--- src/rtl/cheat_pkg.sv ---
package cheat_pkg;

  localparam int unsigned MAX_SLOTS = 64;
  localparam int unsigned SLOT_IW   = 6;

  typedef enum logic [1:0] {
    OP_ADD    = 2'd0,
    OP_REMOVE = 2'd1,
    OP_TOGGLE = 2'd2,
    OP_CLEAR  = 2'd3
  } cheat_op_e;

  typedef enum logic [1:0] {
    S_IDLE,
    S_SEARCH,
    S_WRITE,
    S_CLEAR
  } cheat_state_e;

  typedef struct packed {
    logic               found;
    logic [SLOT_IW-1:0] idx;
  } cheat_pick_t;

  // Shared by the bus matcher and the SEARCH key lookup.
  function automatic cheat_pick_t pick_lowest(input logic [MAX_SLOTS-1:0] mask);
    cheat_pick_t r;
    r = '0;
    for (int unsigned i = 0; i < MAX_SLOTS; i++) begin
      if (mask[i] && !r.found) begin
        r.found = 1'b1;
        r.idx   = SLOT_IW'(i);
      end
    end
    return r;
  endfunction

endpackage

--- src/rtl/cheat_match.sv ---
module cheat_match
  import cheat_pkg::*;
#(
  parameter int unsigned ADDR_WIDTH = 16,
  parameter int unsigned DATA_WIDTH = 8,
  parameter int unsigned MAX_CODES  = 8
) (
  input  logic                  enable_i,
  input  logic [MAX_CODES-1:0]  slot_valid_i,
  input  logic [MAX_CODES-1:0]  slot_en_i,
  input  logic [MAX_CODES-1:0]  slot_cmp_en_i,
  input  logic [ADDR_WIDTH-1:0] slot_addr_i    [MAX_CODES],
  input  logic [DATA_WIDTH-1:0] slot_compare_i [MAX_CODES],
  input  logic [DATA_WIDTH-1:0] slot_data_i    [MAX_CODES],
  input  logic [ADDR_WIDTH-1:0] addr_i,
  input  logic [DATA_WIDTH-1:0] data_i,
  output logic                  ovr_o,
  output logic [DATA_WIDTH-1:0] data_o
);

  logic [MAX_SLOTS-1:0] qual;
  cheat_pick_t          pick;

  always_comb begin
    qual = '0;
    for (int unsigned i = 0; i < MAX_CODES; i++) begin
      qual[i] = enable_i && slot_valid_i[i] && slot_en_i[i] &&
                (slot_addr_i[i] == addr_i) &&
                (!slot_cmp_en_i[i] || (slot_compare_i[i] == data_i));
    end
    pick   = pick_lowest(qual);
    ovr_o  = pick.found;
    data_o = '0;
    for (int unsigned i = 0; i < MAX_CODES; i++) begin
      if (pick.found && (pick.idx == SLOT_IW'(i))) data_o = slot_data_i[i];
    end
  end

endmodule

--- src/rtl/cheat_engine.sv ---
module cheat_engine
  import cheat_pkg::*;
#(
  parameter int unsigned ADDR_WIDTH = 16,
  parameter int unsigned DATA_WIDTH = 8,
  parameter int unsigned MAX_CODES  = 8
) (
  input  logic                             clk,
  input  logic                             reset_n,
  input  logic                             enable,
  input  logic                             cmd_valid,
  output logic                             cmd_ready,
  input  logic [1:0]                       cmd_op,
  input  logic [ADDR_WIDTH-1:0]            cmd_addr,
  input  logic [DATA_WIDTH-1:0]            cmd_compare,
  input  logic [DATA_WIDTH-1:0]            cmd_data,
  input  logic                             cmd_cmp_en,
  input  logic                             cmd_enable,
  output logic                             resp_valid,
  output logic                             resp_err,
  input  logic [ADDR_WIDTH-1:0]            addr_in,
  input  logic [DATA_WIDTH-1:0]            data_in,
  output logic                             genie_ovr,
  output logic [DATA_WIDTH-1:0]            genie_data,
  output logic [$clog2(MAX_CODES+1)-1:0]   count,
  output logic                             available
);

  localparam int unsigned IW = $clog2(MAX_CODES);
  localparam int unsigned CW = $clog2(MAX_CODES + 1);

  logic [MAX_CODES-1:0]  valid_q, en_q, cmp_en_q;
  logic [ADDR_WIDTH-1:0] addr_q    [MAX_CODES];
  logic [DATA_WIDTH-1:0] compare_q [MAX_CODES];
  logic [DATA_WIDTH-1:0] data_q    [MAX_CODES];

  cheat_state_e          state_q;
  cheat_op_e             op_q;
  logic [ADDR_WIDTH-1:0] key_q;
  logic [DATA_WIDTH-1:0] cmd_cmp_q, cmd_data_q;
  logic                  cmd_cmp_en_q, cmd_en_q;
  logic                  hit_q, full_q;
  logic [IW-1:0]         hit_idx_q, free_idx_q, sweep_q;
  logic                  resp_valid_q, resp_err_q;
  logic [CW-1:0]         count_q;

  logic [MAX_SLOTS-1:0]  hit_mask, free_mask;
  cheat_pick_t           hit_pick, free_pick;
  logic [IW-1:0]         widx;

  always_comb begin
    hit_mask  = '0;
    free_mask = '0;
    for (int unsigned i = 0; i < MAX_CODES; i++) begin
      hit_mask[i]  = valid_q[i] && (addr_q[i] == key_q);
      free_mask[i] = !valid_q[i];
    end
    hit_pick  = pick_lowest(hit_mask);
    free_pick = pick_lowest(free_mask);
  end

  assign widx = hit_q ? hit_idx_q : free_idx_q;

  always_ff @(posedge clk) begin
    if (!reset_n) begin
      state_q      <= S_IDLE;
      valid_q      <= '0;
      en_q         <= '0;
      resp_valid_q <= 1'b0;
      resp_err_q   <= 1'b0;
      count_q      <= '0;
      sweep_q      <= '0;
    end else begin
      resp_valid_q <= 1'b0;
      case (state_q)
        S_IDLE: begin
          if (cmd_valid) begin
            op_q         <= cheat_op_e'(cmd_op);
            key_q        <= cmd_addr;
            cmd_cmp_q    <= cmd_compare;
            cmd_data_q   <= cmd_data;
            cmd_cmp_en_q <= cmd_cmp_en;
            cmd_en_q     <= cmd_enable;
            if (cmd_op == OP_CLEAR) begin
              state_q <= S_CLEAR;
              sweep_q <= '0;
            end else begin
              state_q <= S_SEARCH;
            end
          end
        end
        S_SEARCH: begin
          hit_q      <= hit_pick.found;
          hit_idx_q  <= IW'(hit_pick.idx);
          free_idx_q <= IW'(free_pick.idx);
          full_q     <= !free_pick.found;
          state_q    <= S_WRITE;
        end
        S_WRITE: begin
          resp_valid_q <= 1'b1;
          resp_err_q   <= 1'b0;
          state_q      <= S_IDLE;
          case (op_q)
            OP_ADD: begin
              if (hit_q || !full_q) begin
                valid_q[widx]   <= 1'b1;
                en_q[widx]      <= cmd_en_q;
                cmp_en_q[widx]  <= cmd_cmp_en_q;
                addr_q[widx]    <= key_q;
                compare_q[widx] <= cmd_cmp_q;
                data_q[widx]    <= cmd_data_q;
              end
              if (!hit_q) begin
                if (full_q) resp_err_q <= 1'b1;
                else        count_q    <= count_q + CW'(1);
              end
            end
            OP_REMOVE: begin
              if (hit_q) begin
                valid_q[hit_idx_q] <= 1'b0;
                count_q            <= count_q - CW'(1);
              end else begin
                resp_err_q <= 1'b1;
              end
            end
            OP_TOGGLE: begin
              if (hit_q) en_q[hit_idx_q] <= !en_q[hit_idx_q];
              else       resp_err_q      <= 1'b1;
            end
            default: ;
          endcase
        end
        S_CLEAR: begin
          valid_q[sweep_q] <= 1'b0;
          if (sweep_q == IW'(MAX_CODES - 1)) begin
            count_q      <= '0;
            resp_valid_q <= 1'b1;
            resp_err_q   <= 1'b0;
            state_q      <= S_IDLE;
          end else begin
            sweep_q <= sweep_q + IW'(1);
          end
        end
        default: state_q <= S_IDLE;
      endcase
    end
  end

  assign cmd_ready  = (state_q == S_IDLE);
  assign resp_valid = resp_valid_q;
  assign resp_err   = resp_err_q;
  assign count      = count_q;
  assign available  = |(valid_q & en_q);

  cheat_match #(
    .ADDR_WIDTH (ADDR_WIDTH),
    .DATA_WIDTH (DATA_WIDTH),
    .MAX_CODES  (MAX_CODES)
  ) u_match (
    .enable_i       (enable),
    .slot_valid_i   (valid_q),
    .slot_en_i      (en_q),
    .slot_cmp_en_i  (cmp_en_q),
    .slot_addr_i    (addr_q),
    .slot_compare_i (compare_q),
    .slot_data_i    (data_q),
    .addr_i         (addr_in),
    .data_i         (data_in),
    .ovr_o          (genie_ovr),
    .data_o         (genie_data)
  );

endmodule

--- config.mk ---
export PLATFORM = sky130hd
export DESIGN_NAME = cheat_engine
export DESIGN_NICKNAME = d
export VERILOG_FILES = /design/src/rtl/cheat_pkg.sv /design/src/rtl/cheat_match.sv /design/src/rtl/cheat_engine.sv
export SDC_FILE = /design/constraint.sdc
export NUM_CORES = 1
export LEC_CHECK = 0
export CAP_MARGIN = 20
export CORE_MARGIN = 2
export CORE_UTILIZATION = 65
export CTS_CLUSTER_SIZE = 30
export DETAILED_ROUTE_END_ITERATION = 10
export PLACE_DENSITY = 0.83
export REMOVE_ABC_BUFFERS = 1
export SLEW_MARGIN = 20
export SYNTH_ARGS = -nofsm -noshare
export SYNTH_HDL_FRONTEND = slang
export SYNTH_SLANG_ARGS = --single-unit
--- constraint.sdc ---
create_clock -name clk -period 5.4 [get_ports clk]
set_input_delay 0.81 -clock clk [delete_from_list [all_inputs] [get_ports clk]]
set_output_delay 0.81 -clock clk [all_outputs]
set_load 0.01 [all_outputs]
======== Yosys cells after proc, flatten, opt, wreduce, memory -nomap -nowiden ========
Index checks and enable logic that the tools add are counted.
cells by class
  $add $sub $neg .......................... 3
  magnitude comparators ................... 8
  equal/unequal tests ..................... 49
  muxes and demuxes ....................... 79
  bitwise gates (word level) .............. 7
  reductions and logical operators ........ 142
operators by type and width
  kind                count
  $eq 16x16->1        16
  $mux 7              23
  $bwmux 128          1
  $bwmux 64           2
  $mux 8              13
  $logic_and 1x1->1   73
  $eq 8x8->1          8
  $demux 16 s3        1
  $pmux 8 s2          3
  $logic_not 1->1     39
  $and 8x8->8         3
  $bwmux 8            3
  $demux 8 s3         1
  $eq 6x3->1 const B  4
  $mux 16             1
  $mux 4              4
  $not 8->8           2
  $pmux 4 s2          2
  $reduce_and 4->1    4
  $eq 6x2->1 const B  2
  $lt 3x4->1 const B  3
  $mux 3              4
  $ne 3x3->1 const B  4
  $ne 2x2->1 const B  5
  31 further kinds    67
word-level totals
  flip-flop bits (word level) ............. 335
  output and inout bits ................... 17
  word-level logic and storage cells ...... 334

======== Logic depth before layout (Yosys ltp) ========
  depth after elaboration ................. 36
  mapped depth ............................ 11
  depth with buffers taken out ............ 9

======== Hierarchy ========
From an unflattened synthesis, not the netlist that was laid out.
second synthesis, totals
  cells, all modules ...................... 1,181
  area, all modules ....................... 15,930.3 µm²
by module, submodules not included
  module        instances  cells an instance  area each (µm²)  seq. area each (µm²)
  cheat_engine  1          772                12,871.1         9,789.4
  cheat_match   1          409                3,059.2          0.0

======== Worst setup path before layout ========
Ideal clock, no wire load.
  kind .................................... input to output
  from .................................... input addr_in[5]
  to ...................................... output genie_data[0]
  data arrival time ....................... 3,134 ps
  slack ................................... 1,456 ps
  stages on the path ...................... 11
  buffers on the path ..................... 3
  cells stage by stage .................... buf_2 -> xnor2_1 -> nand4_1 -> or4_1 -> buf_2 -> or3b_1 -> and4_4 -> nor3b_1 -> and2_4 -> buf_6 -> a221o_1
between the ends
  cells in the longest elaborated chain, start to end .. 35
ends and longest elaborated chain
  what                 line                source
  start: declaration   cheat_engine.sv:21  input logic [ADDR_WIDTH-1:0] addr_in,
  $eq 16x16->1         cheat_match.sv:28   (slot_addr_i[i] == addr_i) &&
  $logic_and 1x1->1    cheat_match.sv:27   qual[i] = enable_i && slot_valid_i[i] && slot_en_i[i] &&
  $logic_and 1x1->1    cheat_match.sv:28
  $mux 7               cheat_pkg.sv:30     if (mask[i] && !r.found) begin
  $logic_not 1->1      cheat_pkg.sv:30
  $logic_and 1x1->1    cheat_pkg.sv:30
  $mux 7               cheat_pkg.sv:30
  $logic_not 1->1      cheat_pkg.sv:30
  (+13 left out)       -
  $mux 7               cheat_pkg.sv:30
  $logic_not 1->1      cheat_pkg.sv:30
  $logic_and 1x1->1    cheat_pkg.sv:30
  $mux 7 (*)           cheat_pkg.sv:30
  $logic_not 6->1      cheat_match.sv:35   if (pick.found && (pick.idx == SLOT_IW'(i))) data_o = slot_data_i[i];
  $logic_and 1x1->1    cheat_match.sv:35
  $mux 8 (7 in a row)  cheat_match.sv:35
  $mux 8 (*)           cheat_match.sv:35
  end: declaration     cheat_engine.sv:24  output logic [DATA_WIDTH-1:0] genie_data,
Every way passes the cells marked *; elsewhere a longest branch is shown, timed or not.

======== Worst setup path in the final report ========
  from .................................... input addr_in[2]
  to ...................................... output genie_data[5]
Same word-level chain as after synthesis.

==> summary.md <==
The share of async-settable or async-resettable flops after synthesis came out at 0. The first global-routing pass estimated 61200 um of wire. The number of search-and-repair iterations in the first detailed-routing pass is 7, and the count of nets left with antenna violations after detail routing is 0. The x dimension of the die came out at 160 um.

The portion of synthesized cell area occupied by the leading cell type was 0.586. The area of the die is 25600 um2, and the number of different library cells in the post-synthesis netlist is 66. The number of flip-flops and latches in the synthesized netlist works out to 335. The startpoint class of the critical path was an input port. The pin count of the biggest net entering global routing was 34. The mean number of vias per cell was 6.36.

Number of global-route vias before repair: 10300. The number of antenna violations at the first check in global routing came out at 0. TritonCTS built the clock tree. In this run the worst hold path is classified as reg2reg. The total core area was 24100 um2; the total non-filler cell area in the finished layout was 18200 um2. By area the synthesized netlist is led by sky130_fd_sc_hd__edfxtp_1 (59%), sky130_fd_sc_hd__xnor2_1 (12%), sky130_fd_sc_hd__xor2_1 (5.7%), sky130_fd_sc_hd__dfxtp_1 (3.4%), sky130_fd_sc_hd__nand4_1 (2.9%). The smallest clock period supported by the final layout is computed as 5.16 ns.

The biggest area contributor in the post-synthesis netlist is sky130_fd_sc_hd__edfxtp_1. The via total after detailed routing was 10500. The run gives 335 as the clock sink count.

The tools report the total length of routed wires as 40300 um. The count of routing violations after the opening detailed-route iteration was 1367; the standby leakage power was 5.83 nW. For this run the aggregate overflow at the end of global routing stands at 0.

Counting along the longest clock path gives a buffer depth of 3. The tools report the type of element capturing the critical path as an output port. The number of hold buffers added after CTS is 0, and the global-route usage over all layers is 0.319. The logs give 0 for the max-slew violation total from the final report and 57 for the number of placement rows.

For this run, the leading register cell type out of synthesis is sky130_fd_sc_hd__edfxtp_1. The final hold violation count came out at 0. The number of antenna diodes in the final layout is 0. The post-layout net count is 1367, and the total of max-cap violations is 0. Setup violations remaining at the end of the flow were counted as 0. Fill cells in the final layout number 1514. Routability-driven placement finished with a final weighted congestion of 0.959. Static timing analysis puts the maximum clock frequency at 0.194 GHz. Across the VDD grid, the largest voltage drop is 342 uV.

The commonest cells after synthesis are sky130_fd_sc_hd__edfxtp_1 (308), sky130_fd_sc_hd__xnor2_1 (219), sky130_fd_sc_hd__xor2_1 (102). The run gives 0 as the number of post-CTS setup repair buffers. Data arrives at the worst endpoint at 4.35 ns.

Summing all placed instances gives a cell area of 17100 um2. The synthesized netlist occupies a cell area of 15800 um2. The root buffer cell chosen for the clock tree is sky130_fd_sc_hd__clkbuf_16. Most frequent cell after synthesis: sky130_fd_sc_hd__edfxtp_1. Clock-pin slew was measured on the worst setup and hold paths at 0.06 ns.

The cell area power density is 303 nW/um2. Fraction of layout cells with a size suffix above 1: 0.0970. The run gives 0.339 as the relative slew slack. The critical path in this run is classified as in2out.

Aggregate negative setup slack: 0 ns. The flow ran to the end, and the final reports show no timing, DRC or antenna violations. The number of gates resized after CTS was 0. The met3 track demand over resource in global routing was 0.0623. STA puts the critical path data required time at 4.59 ns. The design draws 0.00552 W. The final period utilization is 0.956. In this run the tool buffered the top-level ports with 80 buffer cells.

The vertical die dimension came out at 160 um. TritonCTS created 35 clock buffers. Met1 track utilization from global routing: 0.434. Across the routed clock network, the largest skew measured is 0.0226 ns. The number of enable flip-flop cells after synthesis is 308, and the number of H-tree levels is 2.

In the final routed layout, each cell accounts on average for 24.5 um. For the worst-skew pair, the clock arrives at the later sink with an insertion delay of 0.53 ns. In this run the worst path has a maximum fanout of 11.

The sequential fraction of the synthesis area came out at 0.620. The synthesized netlist cell count is 1194. The transition time at the pin with the least slew margin is 0.989 ns. The run gives 0.655 as the initial core utilization. For this run, the number of Yosys warnings is 0. Setup repair after global routing left no endpoint under its margin.

The mean instance size in the synthesized netlist was 13.2 um2. Relative to the synthesized area, the layout overhead comes to 15.4%. The wire-length estimate of the detail-placed layout is 27600 um. The met2 routing resource usage after global routing was 0.522. The number of top-level pins was 81; the total DRC errors in the routed layout was 0. Layer carrying the most global-route usage: met2.
[registers in the layout, indices dropped and copies added, names as in the netlist, 16 cells and up]
register / count
data_q: 64
addr_q: 128
compare_q: 64
key_q: 16
[cells in the final DEF, fill, tap and decap left out, types with 13 or more instances in the layout]
cell type,count
sky130_fd_sc_hd__edfxtp_1,308
sky130_fd_sc_hd__xnor2_1,219
sky130_fd_sc_hd__xor2_1,102
sky130_fd_sc_hd__clkdlybuf4s50_1,80
sky130_fd_sc_hd__nand4_1,72
sky130_fd_sc_hd__nand2_1,66
sky130_fd_sc_hd__buf_4,48
sky130_fd_sc_hd__clkbuf_16,37
sky130_fd_sc_hd__nor2_1,34
sky130_fd_sc_hd__nor3_1,30
sky130_fd_sc_hd__a21oi_1,28
sky130_fd_sc_hd__dfxtp_1,27
sky130_fd_sc_hd__nor4_1,26
sky130_fd_sc_hd__nand3_1,19
sky130_fd_sc_hd__o21ai_1,15
sky130_fd_sc_hd__o21ai_0,14
sky130_fd_sc_hd__o22ai_1,14
sky130_fd_sc_hd__inv_1,13
[worst max-delay path, stage by stage]
cell	delay (ns)
sky130_fd_sc_hd__clkdlybuf4s50_1	0.59
sky130_fd_sc_hd__buf_4	0.26
sky130_fd_sc_hd__xnor2_1	0.14
sky130_fd_sc_hd__nand4_1	0.14
sky130_fd_sc_hd__nor4_1	0.53
sky130_fd_sc_hd__nand3_1	0.16
sky130_fd_sc_hd__buf_4	0.24
sky130_fd_sc_hd__and4_4	0.22
sky130_fd_sc_hd__nor3b_1	0.17
sky130_fd_sc_hd__and2_4	0.20
sky130_fd_sc_hd__a221o_1	0.37
sky130_fd_sc_hd__clkdlybuf4s50_1	0.50
[layout make-up]
type	instances	area (um2)	share of cell area
inverters	14	52.6	0.00288
repair buffers	128	1160	0.0637
multi-input cells	780	5710	0.313
clock inverters	22	173	0.00947
clock buffers	40	937	0.0514
well taps	324	405	0.0222
flip-flops and latches	335	9790	0.537
[power by group]
part           switching [W]  internal (W)  total, W
combinational       0.000155      0.000134  0.000290
clock               0.000994       0.00135   0.00234
sequential         0.0000505       0.00284   0.00289
[through the flow]
step	util	hold slack, ns	worst slack, ns	instances
6_report	0.756	0.509	0.240	1643
5_1_grt	0.756	0.536	0.180	1643
4_1_cts	0.756	0.507	0.306	1643
3_5_place_dp	0.710	0.499	0.334	1581
3_3_place_gp	0.710	0.482	0.346	1581
2_1_floorplan	-	0.509	1.62	1129
[cell families after synthesis]
logic type	count (synthesis)	synth area share
AO/OA/AOI/OAI	136	0.0581
flip-flops	335	0.620
XOR/XNOR	322	0.179
AND/OR/NAND/NOR	291	0.0972
buffers and inverters	79	0.0231
multiplexers	22	0.0148
adder cells (fa/ha/maj)	9	0.00761
[per-layer routing]
metal  up-vias  share of wire  wire [um]
met5         -              0          0
met4         0          0.035       1420
met3       107           0.11       4510
met2       654           0.48      19200
met1      5099           0.38      15200
li1       4595              -          -
[worst paths after layout]
kind | cells past startpoint | startpoint | to | slack [ns]
max | 12 | addr_in[2] | genie_data[5] | 0.24
min | 2 | count[3] | count[3] | 0.51
max reg2reg | 4 | state_q[1] | data_q[41] | 1.93
min reg2reg | 2 | count[3] | count[3] | 0.51
Power figures use the tool's default switching activity.
